**src/rtl/debounce_ctrl_pkg.sv**
```systemverilog
// Shared definitions for the push-button debouncer: FSM state encoding and
// the counter-width helper used to size the tick and stability counters.
package debounce_ctrl_pkg;

    typedef enum logic [1:0] {
        IDLE_LOW   = 2'b00,
        CHECK_HIGH = 2'b01,
        IDLE_HIGH  = 2'b10,
        CHECK_LOW  = 2'b11
    } state_e;

    // A counter for values 0..value-1 never narrower than one bit.
    function automatic int clog2_min1(input int value);
        if (value <= 1) begin
            return 1;
        end else begin
            return $clog2(value);
        end
    endfunction

endpackage

```
**src/rtl/debounce_ctrl_sync_2ff.sv**
```systemverilog
// Two-flop synchronizer bringing the asynchronous button level into the
// clk domain; both flops clear on the active-low asynchronous reset.
module sync_2ff (
    input  logic clk,
    input  logic rst_n,
    input  logic d_i,
    output logic q_o
);

    logic ff1_q;
    logic ff2_q;

    // Metastability-hardening shift chain.
    always_ff @(posedge clk or negedge rst_n) begin
        if (!rst_n) begin
            ff1_q <= 1'b0;
            ff2_q <= 1'b0;
        end else begin
            ff1_q <= d_i;
            ff2_q <= ff1_q;
        end
    end

    assign q_o = ff2_q;

endmodule

```
**src/rtl/debounce_ctrl.sv**
```systemverilog
// Push-button debouncer: a new level is accepted only after the synchronized
// input holds it for TICK_DIV*STABLE_TICKS consecutive cycles.
module debounce_ctrl
    import debounce_ctrl_pkg::*;
#(
    parameter int TICK_DIV     = 250000,
    parameter int STABLE_TICKS = 4
) (
    input  logic clk,
    input  logic reset,
    input  logic btn_in,
    output logic db_level,
    output logic rise_pulse,
    output logic fall_pulse,
    output logic busy
);

    localparam int TW = clog2_min1(TICK_DIV);
    localparam int SW = clog2_min1(STABLE_TICKS);
    localparam logic [TW-1:0] TICK_LAST   = TW'(TICK_DIV - 1);
    localparam logic [SW-1:0] STABLE_LAST = SW'(STABLE_TICKS - 1);

    logic          sync_s;
    state_e        state_q;
    logic [TW-1:0] tick_q;
    logic [SW-1:0] stable_q;
    logic          db_level_q;
    logic          rise_q;
    logic          fall_q;
    logic          busy_q;

    sync_2ff u_sync (
        .clk   (clk),
        .rst_n (reset),
        .d_i   (btn_in),
        .q_o   (sync_s)
    );

    // Acceptance FSM with tick divider; all outputs registered alongside state.
    always_ff @(posedge clk or negedge reset) begin
        if (!reset) begin
            state_q    <= IDLE_LOW;
            tick_q     <= '0;
            stable_q   <= '0;
            db_level_q <= 1'b0;
            rise_q     <= 1'b0;
            fall_q     <= 1'b0;
            busy_q     <= 1'b0;
        end else begin
            rise_q <= 1'b0;
            fall_q <= 1'b0;
            case (state_q)
                IDLE_LOW, IDLE_HIGH: begin
                    tick_q   <= '0;
                    stable_q <= '0;
                    if (sync_s != db_level_q) begin
                        state_q <= (state_q == IDLE_LOW) ? CHECK_HIGH : CHECK_LOW;
                        busy_q  <= 1'b1;
                    end else begin
                        state_q <= state_q;
                        busy_q  <= 1'b0;
                    end
                end
                CHECK_HIGH, CHECK_LOW: begin
                    // Any sample matching the current level aborts with no credit kept.
                    if (sync_s == db_level_q) begin
                        state_q  <= (state_q == CHECK_HIGH) ? IDLE_LOW : IDLE_HIGH;
                        tick_q   <= '0;
                        stable_q <= '0;
                        busy_q   <= 1'b0;
                    end else if (tick_q == TICK_LAST) begin
                        tick_q <= '0;
                        if (stable_q == STABLE_LAST) begin
                            stable_q   <= '0;
                            busy_q     <= 1'b0;
                            db_level_q <= sync_s;
                            rise_q     <= sync_s;
                            fall_q     <= ~sync_s;
                            state_q    <= (state_q == CHECK_HIGH) ? IDLE_HIGH : IDLE_LOW;
                        end else begin
                            stable_q <= stable_q + SW'(1);
                        end
                    end else begin
                        tick_q <= tick_q + TW'(1);
                    end
                end
                default: begin
                    state_q    <= IDLE_LOW;
                    tick_q     <= '0;
                    stable_q   <= '0;
                    db_level_q <= 1'b0;
                    busy_q     <= 1'b0;
                end
            endcase
        end
    end

    assign db_level   = db_level_q;
    assign rise_pulse = rise_q;
    assign fall_pulse = fall_q;
    assign busy       = busy_q;

endmodule
```
**config.mk**
```make
export PLATFORM = sky130hd
export DESIGN_NAME = debounce_ctrl
export DESIGN_NICKNAME = d
export VERILOG_FILES = /design/src/rtl/debounce_ctrl_pkg.sv /design/src/rtl/debounce_ctrl_sync_2ff.sv /design/src/rtl/debounce_ctrl.sv
export SDC_FILE = /design/constraint.sdc
export NUM_CORES = 1
export LEC_CHECK = 0
export CORE_MARGIN = 5
export CORE_UTILIZATION = 50
export DETAILED_ROUTE_END_ITERATION = 7
export GPL_ROUTABILITY_DRIVEN = 0
export PLACE_DENSITY = 0.74
export SETUP_SLACK_MARGIN = 0.4
export SYNTH_ARGS = -nofsm -noshare
export SYNTH_HDL_FRONTEND = slang
export SYNTH_SLANG_ARGS = --single-unit
```
**constraint.sdc**
```tcl
create_clock -name clk -period 5.8 [get_ports clk]
set_clock_uncertainty 0.1 [all_clocks]
set_input_delay 1.16 -clock clk [delete_from_list [all_inputs] [get_ports clk]]
set_output_delay 1.16 -clock clk [all_outputs]
set_load 0.01 [all_outputs]
```
==> run metrics, run 1 <==
CP arrival 1.29 ns; Mean Syn Cell Area 10.6 sq um; asr flop ratio synth 1.00; Routed Antenna Nets 0; warnings from Yosys 0; Critical R2R Launch tick_q[11]; post-synthesis adder-cell area fraction 0.0197; DP Wirelength 1.49 mm; number of synthesized flops with an enable pin 0; via count 882; initial core utilization 0.518; # IOs 7; reg-to-reg endpoint tick_q[10]; FF-to-FF setup slack 3.35 ns; port bufs 6; Num CTS Buffers 3; TritonCTS clock tree yes; Synth Area in Simple Gates 0.263; Iteration-0 DRC Markers 26; Leakage Power 0.556 nW; Least-Margin Pin Slew 1.13 ns; number of diodes 0; Global Route Usage Sum 0.135; hold_sp u_sync.ff1_q; MaxCap Viol Count 0; Clock H-tree levels 1; worst skew pair latency 0.31 ns; synthesized area 1270 sq um; post-synthesis compound-gate area fraction 0.0404; Seq/Total Area, Yosys 0.531; Largest stage delay, worst path 0.56 ns; largest family of logic cells by synthesized area simple AND/OR/NAND/NOR gates; Final nets 133; Mapped Cells 120; Placed Area 1350 sq um; Most used DFF post-synth dfrtp_1; Power Density 204 nW/um^2; CTS root buf clkbuf_4; Tcrit/Tclk final 0.440; detailed-route wire length per cell 12.9 um; vias in the first global route 848; Netlist cell types 32; Worst Hold Class register to register; Endpoint, Worst Hold u_sync.q_o; clock sinks 27; drt total wl 2.02 mm; hold slack final 0.269 ns; Buf/Inv on CP 1; hold path depth 0; largest net degree at the start of global routing 28; Residual DRC 0; CP Launch Type register; Final setup viols 0; Die Y 60.4 um; CTS clock-pin slew for the worst setup and hold paths 0.13 ns; GRT overflow 0; fin cells 157; antenna violations before repair 0; worst-path fanout max 5; status complete, no violations; Final Max Tran Viols 0; Post-CTS Hold Buffers 0; Post-CTS Setup Repair Bufs 0; post-synth net total 125; core area 2450 sq um; Site Rows 18; Worst slew margin 0.242; 1st-pass router iterations 4; Die X 60.4 um; post-route setup TNS 0 ns; R2R depth 4; Worst Setup SP db_level; fmax 392 MHz; Area Overhead vs Synth 7.97%; CP top delay family buffers and inverters; Fin. Hold Viols 0; deepest clock path buffer count 2; Peak VDD IR 136 uV; XOR/XNOR Fraction of Synth Area 0.110; crit path cell chain clkdlybuf4s50_1; Cell Count Post-Placement 153; CP Class register to primary output; Period minus WS final 2.55 ns; Crit-path slowest cell clkdlybuf4s50_1; post-synthesis mux area share 0.00886; area of the die 3650 sq um; Vias per Instance 5.62; #FFs+latches synth 27; share of layout cells above drive strength 1 0.0630; first-pass GRT wire length 3.68 mm; RSZ-0062 raised after global routing false; Resize count post-CTS 0; Crit path required time 4.54 ns; Crit. End Element primary output; final instance area 1370 sq um
cell type report:
class / count / area [sq um]
inverter: 3 / 11.3
sequential: 27 / 676
timing repair buffer: 6 / 60.1
tap: 30 / 37.5
fill: 220 / 1080
clock buffer: 4 / 26.3
multi-input combinational: 87 / 562
kinds of logic (layout without fill, tap and decap cells):
logic type	after synthesis	count (layout)
AO/OA/AOI/OAI	7	7
XOR/XNOR	16	16
adder cells (fa/ha/maj)	2	2
buffers and inverters	6	13
flip-flops	27	27
multiplexers	1	1
AND/OR/NAND/NOR	61	61
per-layer routing:
metal	track usage	part of all wire
met1	0.171	0.45
met2	0.224	0.50
met4	0.0588	0.0094
met3	0.0277	0.041
met5	0	0
cells in the final DEF, fill, tap and decap left out:
| cell | synthesis | layout |
|---|---|---|
| or3_1 | 1 | 1 |
| or2_2 | 1 | 1 |
| nand3b_1 | 1 | 1 |
| nand3_1 | 7 | 7 |
| clkbuf_4 | 0 | 3 |
| nor2b_1 | 1 | 1 |
| a21oi_1 | 2 | 2 |
| nand2b_1 | 1 | 1 |
| xnor2_1 | 12 | 12 |
| nand2_1 | 4 | 4 |
| o21a_1 | 1 | 1 |
| nand4_1 | 6 | 6 |
| and3b_1 | 2 | 2 |
| nor3_4 | 1 | 1 |
| o21bai_2 | 1 | 1 |
| nor3_1 | 5 | 5 |
| nor4b_1 | 1 | 1 |
| o31ai_1 | 1 | 1 |
| o21ai_0 | 1 | 1 |
| mux2_2 | 1 | 1 |
| clkdlybuf4s50_1 | 0 | 6 |
| or4_1 | 3 | 3 |
| dfrtp_1 | 27 | 27 |
| xor2_1 | 4 | 4 |
| and4_1 | 1 | 1 |
| nor4_1 | 5 | 5 |
| o21ba_2 | 1 | 1 |
| clkbuf_1 | 1 | 1 |
| ha_1 | 2 | 2 |
| and3_1 | 2 | 2 |
| inv_1 | 3 | 3 |
| nor2_1 | 19 | 19 |
flip-flops by register name, summed over array words and instances, names as in the netlist:
register,flops
u_sync.ff1_q,1
fall_pulse,1
state_q,1
busy,1
tick_q,18
db_level,1
rise_pulse,1
stable_q,2
u_sync.q_o,1
worst max-delay path by stage:
stage | end | slack (ns) | cells past startpoint
2_1_floorplan | db_level | 3.60 | 5
3_3_place_gp | tick_q[14] | 3.18 | 1
3_5_place_dp | tick_q[14] | 3.14 | 1
4_1_cts | db_level | 3.23 | 1
5_1_grt | db_level | 3.18 | 1
6_report | db_level | 3.25 | 1
power breakdown:
part | internal [mW] | total (mW) | switching [mW] | leakage, nW
clock network | 0.0269 | 0.0768 | 0.0499 | 0.0150
registers | 0.190 | 0.192 | 0.00158 | 0.368
logic | 0.00380 | 0.0106 | 0.00684 | 0.173
metrics by stage:
stage / utilization / power, mW / worst slack [ns]
2_1_floorplan: - / 0.200 / 3.60
3_3_place_gp: 0.548 / 0.206 / 3.18
3_5_place_dp: 0.548 / 0.207 / 3.14
4_1_cts: 0.559 / 0.281 / 3.23
5_1_grt: 0.559 / 0.292 / 3.18
6_report: 0.559 / 0.279 / 3.25
Yosys cell counts (2+ instances only):
cell     count  area (sq um)
a21oi_1      2          10.0
and3_1       2          12.5
and3b_1      2          17.5
dfrtp_1     27           676
ha_1         2          25.0
inv_1        3          11.3
nand2_1      4          15.0
nand3_1      7          35.0
nand4_1      6          37.5
nor2_1      19          71.3
nor3_1       5          25.0
nor4_1       5          31.3
or4_1        3          22.5
xnor2_1     12           105
xor2_1       4          35.0
Power figures use the tool's default switching activity.
==> inputs of run 2 (changes only) <==
clock period = 2.7 ns   (was 5.8 ns; I/O delays follow)
==> run 2 against run 1 <==
Net effect: flip-flop and latch count unchanged; worst setup slack got worse by 2.7 ns; via count decreased by 0.45%; design area increased by 2.1%; die area unchanged; routed wire length about the same; sequential power increased by 120%; global-route usage decreased by 0.59 points; sequential share of layout area decreased by 1.0 points; final cell count increased by 1.9%; register-to-register slack got worse by 2.8 ns; critical path type is now register to register; largest cell class unchanged; largest power group unchanged.
==> run metrics, run 2 (synthesized netlist as in run 1, its figures left out) <==
antenna violations before repair 0 (unchanged); drt total wl 2.02 mm (about the same); Crit path required time 2.81 ns (-1.73 ns); Largest register FFs 18 (unchanged); CP Launch Type register; hold path depth 0 (unchanged); Least-Margin Pin Slew 0.625 ns (-0.508 ns); port bufs 6 (unchanged); TritonCTS clock tree yes; commonest non-fill, non-tap cell in the layout dfrtp_1; Clock power frac 0.270 (-0.005); via count 878 (-0.45%); sw frac 0.210 (+0.00167); Reg power frac 0.686 (about the same); Critical R2R Launch tick_q[11]; Period minus WS final 2.18 ns; Fin. Hold Viols 0 (unchanged); CP Class register to register; Vias per Instance 5.49 (-2.3%); Final Max Tran Viols 0 (unchanged); share of layout cells above drive strength 1 0.100 (+0.0370); Num CTS Buffers 3 (unchanged); Global Route Usage Sum 0.129 (-0.00586); Residual DRC 0 (unchanged); fmax 458 MHz; Area Overhead vs Synth 10.2%; Leakage Power 0.574 nW (+3.3%); Post-CTS Setup Repair Bufs 0 (unchanged); MaxCap Viol Count 0 (unchanged); RSZ-0062 raised after global routing false; DP Wirelength 1.52 mm (+1.5%); clock sinks 27 (unchanged); first-pass GRT wire length 3.57 mm (-3.2%); final core occ 0.571 (+0.0117); initial core utilization 0.518 (unchanged); P_int 0.475 mW (+110%); Worst slew margin 0.582 (+0.340); CP arrival 2.29 ns (+1.00 ns); largest net degree at the start of global routing 16 (-43%); worst skew pair latency 0.30 ns (about the same); Logic pwr share 0.044 (+0.006); Worst Hold Class register to register; commonest non-fill, non-tap cells in the layout 27 x dfrtp_1, 19 x nor2_1, 12 x xnor2_1; post-route setup TNS 0 ns (unchanged); area of the die 3650 sq um (unchanged); # IOs 7 (unchanged); Die X 60.4 um (unchanged); status complete, no violations; core area 2450 sq um (unchanged); largest registers tick_q (18), stable_q (2); Routed Antenna Nets 0 (unchanged); Power Density 429 nW/um^2 (+110%); 1st-pass router iterations 4 (unchanged); hold_sp u_sync.ff1_q; Psw 0.127 mW (+120%); detailed-route wire length per cell 12.6 um (-1.8%); vias in the first global route 816 (-3.8%); GRT overflow 0 (unchanged); worst-path fanout max 6 (+1); R2R depth 4 (unchanged); Worst Setup SP tick_q[11]; Clock H-tree levels 1 (unchanged); Site Rows 18 (unchanged); Peak VDD IR 306 uV (+120%); Final nets 136 (+2.3%); number of diodes 0 (unchanged); Crit. End Element register; Die Y 60.4 um (unchanged); CTS root buf clkbuf_4; Fill cells 221 (+0.45%); deepest clock path buffer count 2 (unchanged); CTS clock-pin slew for the worst setup and hold paths 0.14 ns (about the same); Post-CTS Hold Buffers 0 (unchanged); Final setup viols 0 (unchanged); Tcrit/Tclk final 0.808; Iteration-0 DRC Markers 18 (-31%); Most flops, register tick_q
==> run 2: per-layer routing <==
layer  vias up  part of all wire  global-route usage
li1        442                 -                   -
met1       425              0.48               0.174
met3         2             0.031              0.0255
met2         9              0.48               0.218
met5         -                 0                   0
met4         0            0.0094              0.0279
==> run 2: path summary, 6_finish.rpt <==
kind | end | slack, ns
min in group asynchronous | tick_q[7] | 0.51
max reg2reg | db_level | 0.52
min reg2reg | u_sync.q_o | 0.27
max | db_level | 0.52
max in group asynchronous | db_level | 1.37
min | u_sync.q_o | 0.27
==> run 2: final cells by class <==
cell class	instances	area, sq um	area share
inverter	3	11.3	0.00804
sequential	27	676	0.482
timing repair buffer	9	82.6	0.0589
multi-input combinational	87	567	0.404
tap	30	37.5	0.0268
clock inverter	1	5.00	0.00357
clock buffer	3	22.5	0.0161
==> run 2: metrics by stage <==
step | instances | power [mW] | hold slack, ns | area, sq um | setup slack, ns
floorplan | 120 | 0.430 | 0.144 | 1270 | 0.504
detailed placement | 156 | 0.448 | 0.238 | 1370 | 0.412
global route | 160 | 0.641 | 0.288 | 1400 | 0.431
global placement | 156 | 0.447 | 0.234 | 1370 | 0.438
CTS | 160 | 0.614 | 0.271 | 1400 | 0.470
finish | 160 | 0.602 | 0.266 | 1400 | 0.518
==> run 2: critical path, stage by stage (launching register included) <==
cell	delay [ns]
dfrtp_1	0.45
or4_1	0.54
or3_4	0.44
nor3_4	0.19
mux2_2	0.36
==> run 2: what timing repair did <==
action,4_1_cts,5_1_grt
setup endpoints to repair,1,1
resized for setup,1,0
pin swaps,0,1
==> run 2: power groups by stage <==
stage          Clock, mW  Sequential (mW)  Combinational [mW]
2_1_floorplan          0            0.420             0.00972
3_3_place_gp           0            0.420              0.0272
3_5_place_dp           0            0.420              0.0274
4_1_cts            0.174            0.413              0.0275
5_1_grt            0.197            0.414              0.0302
6_report           0.163            0.413              0.0266
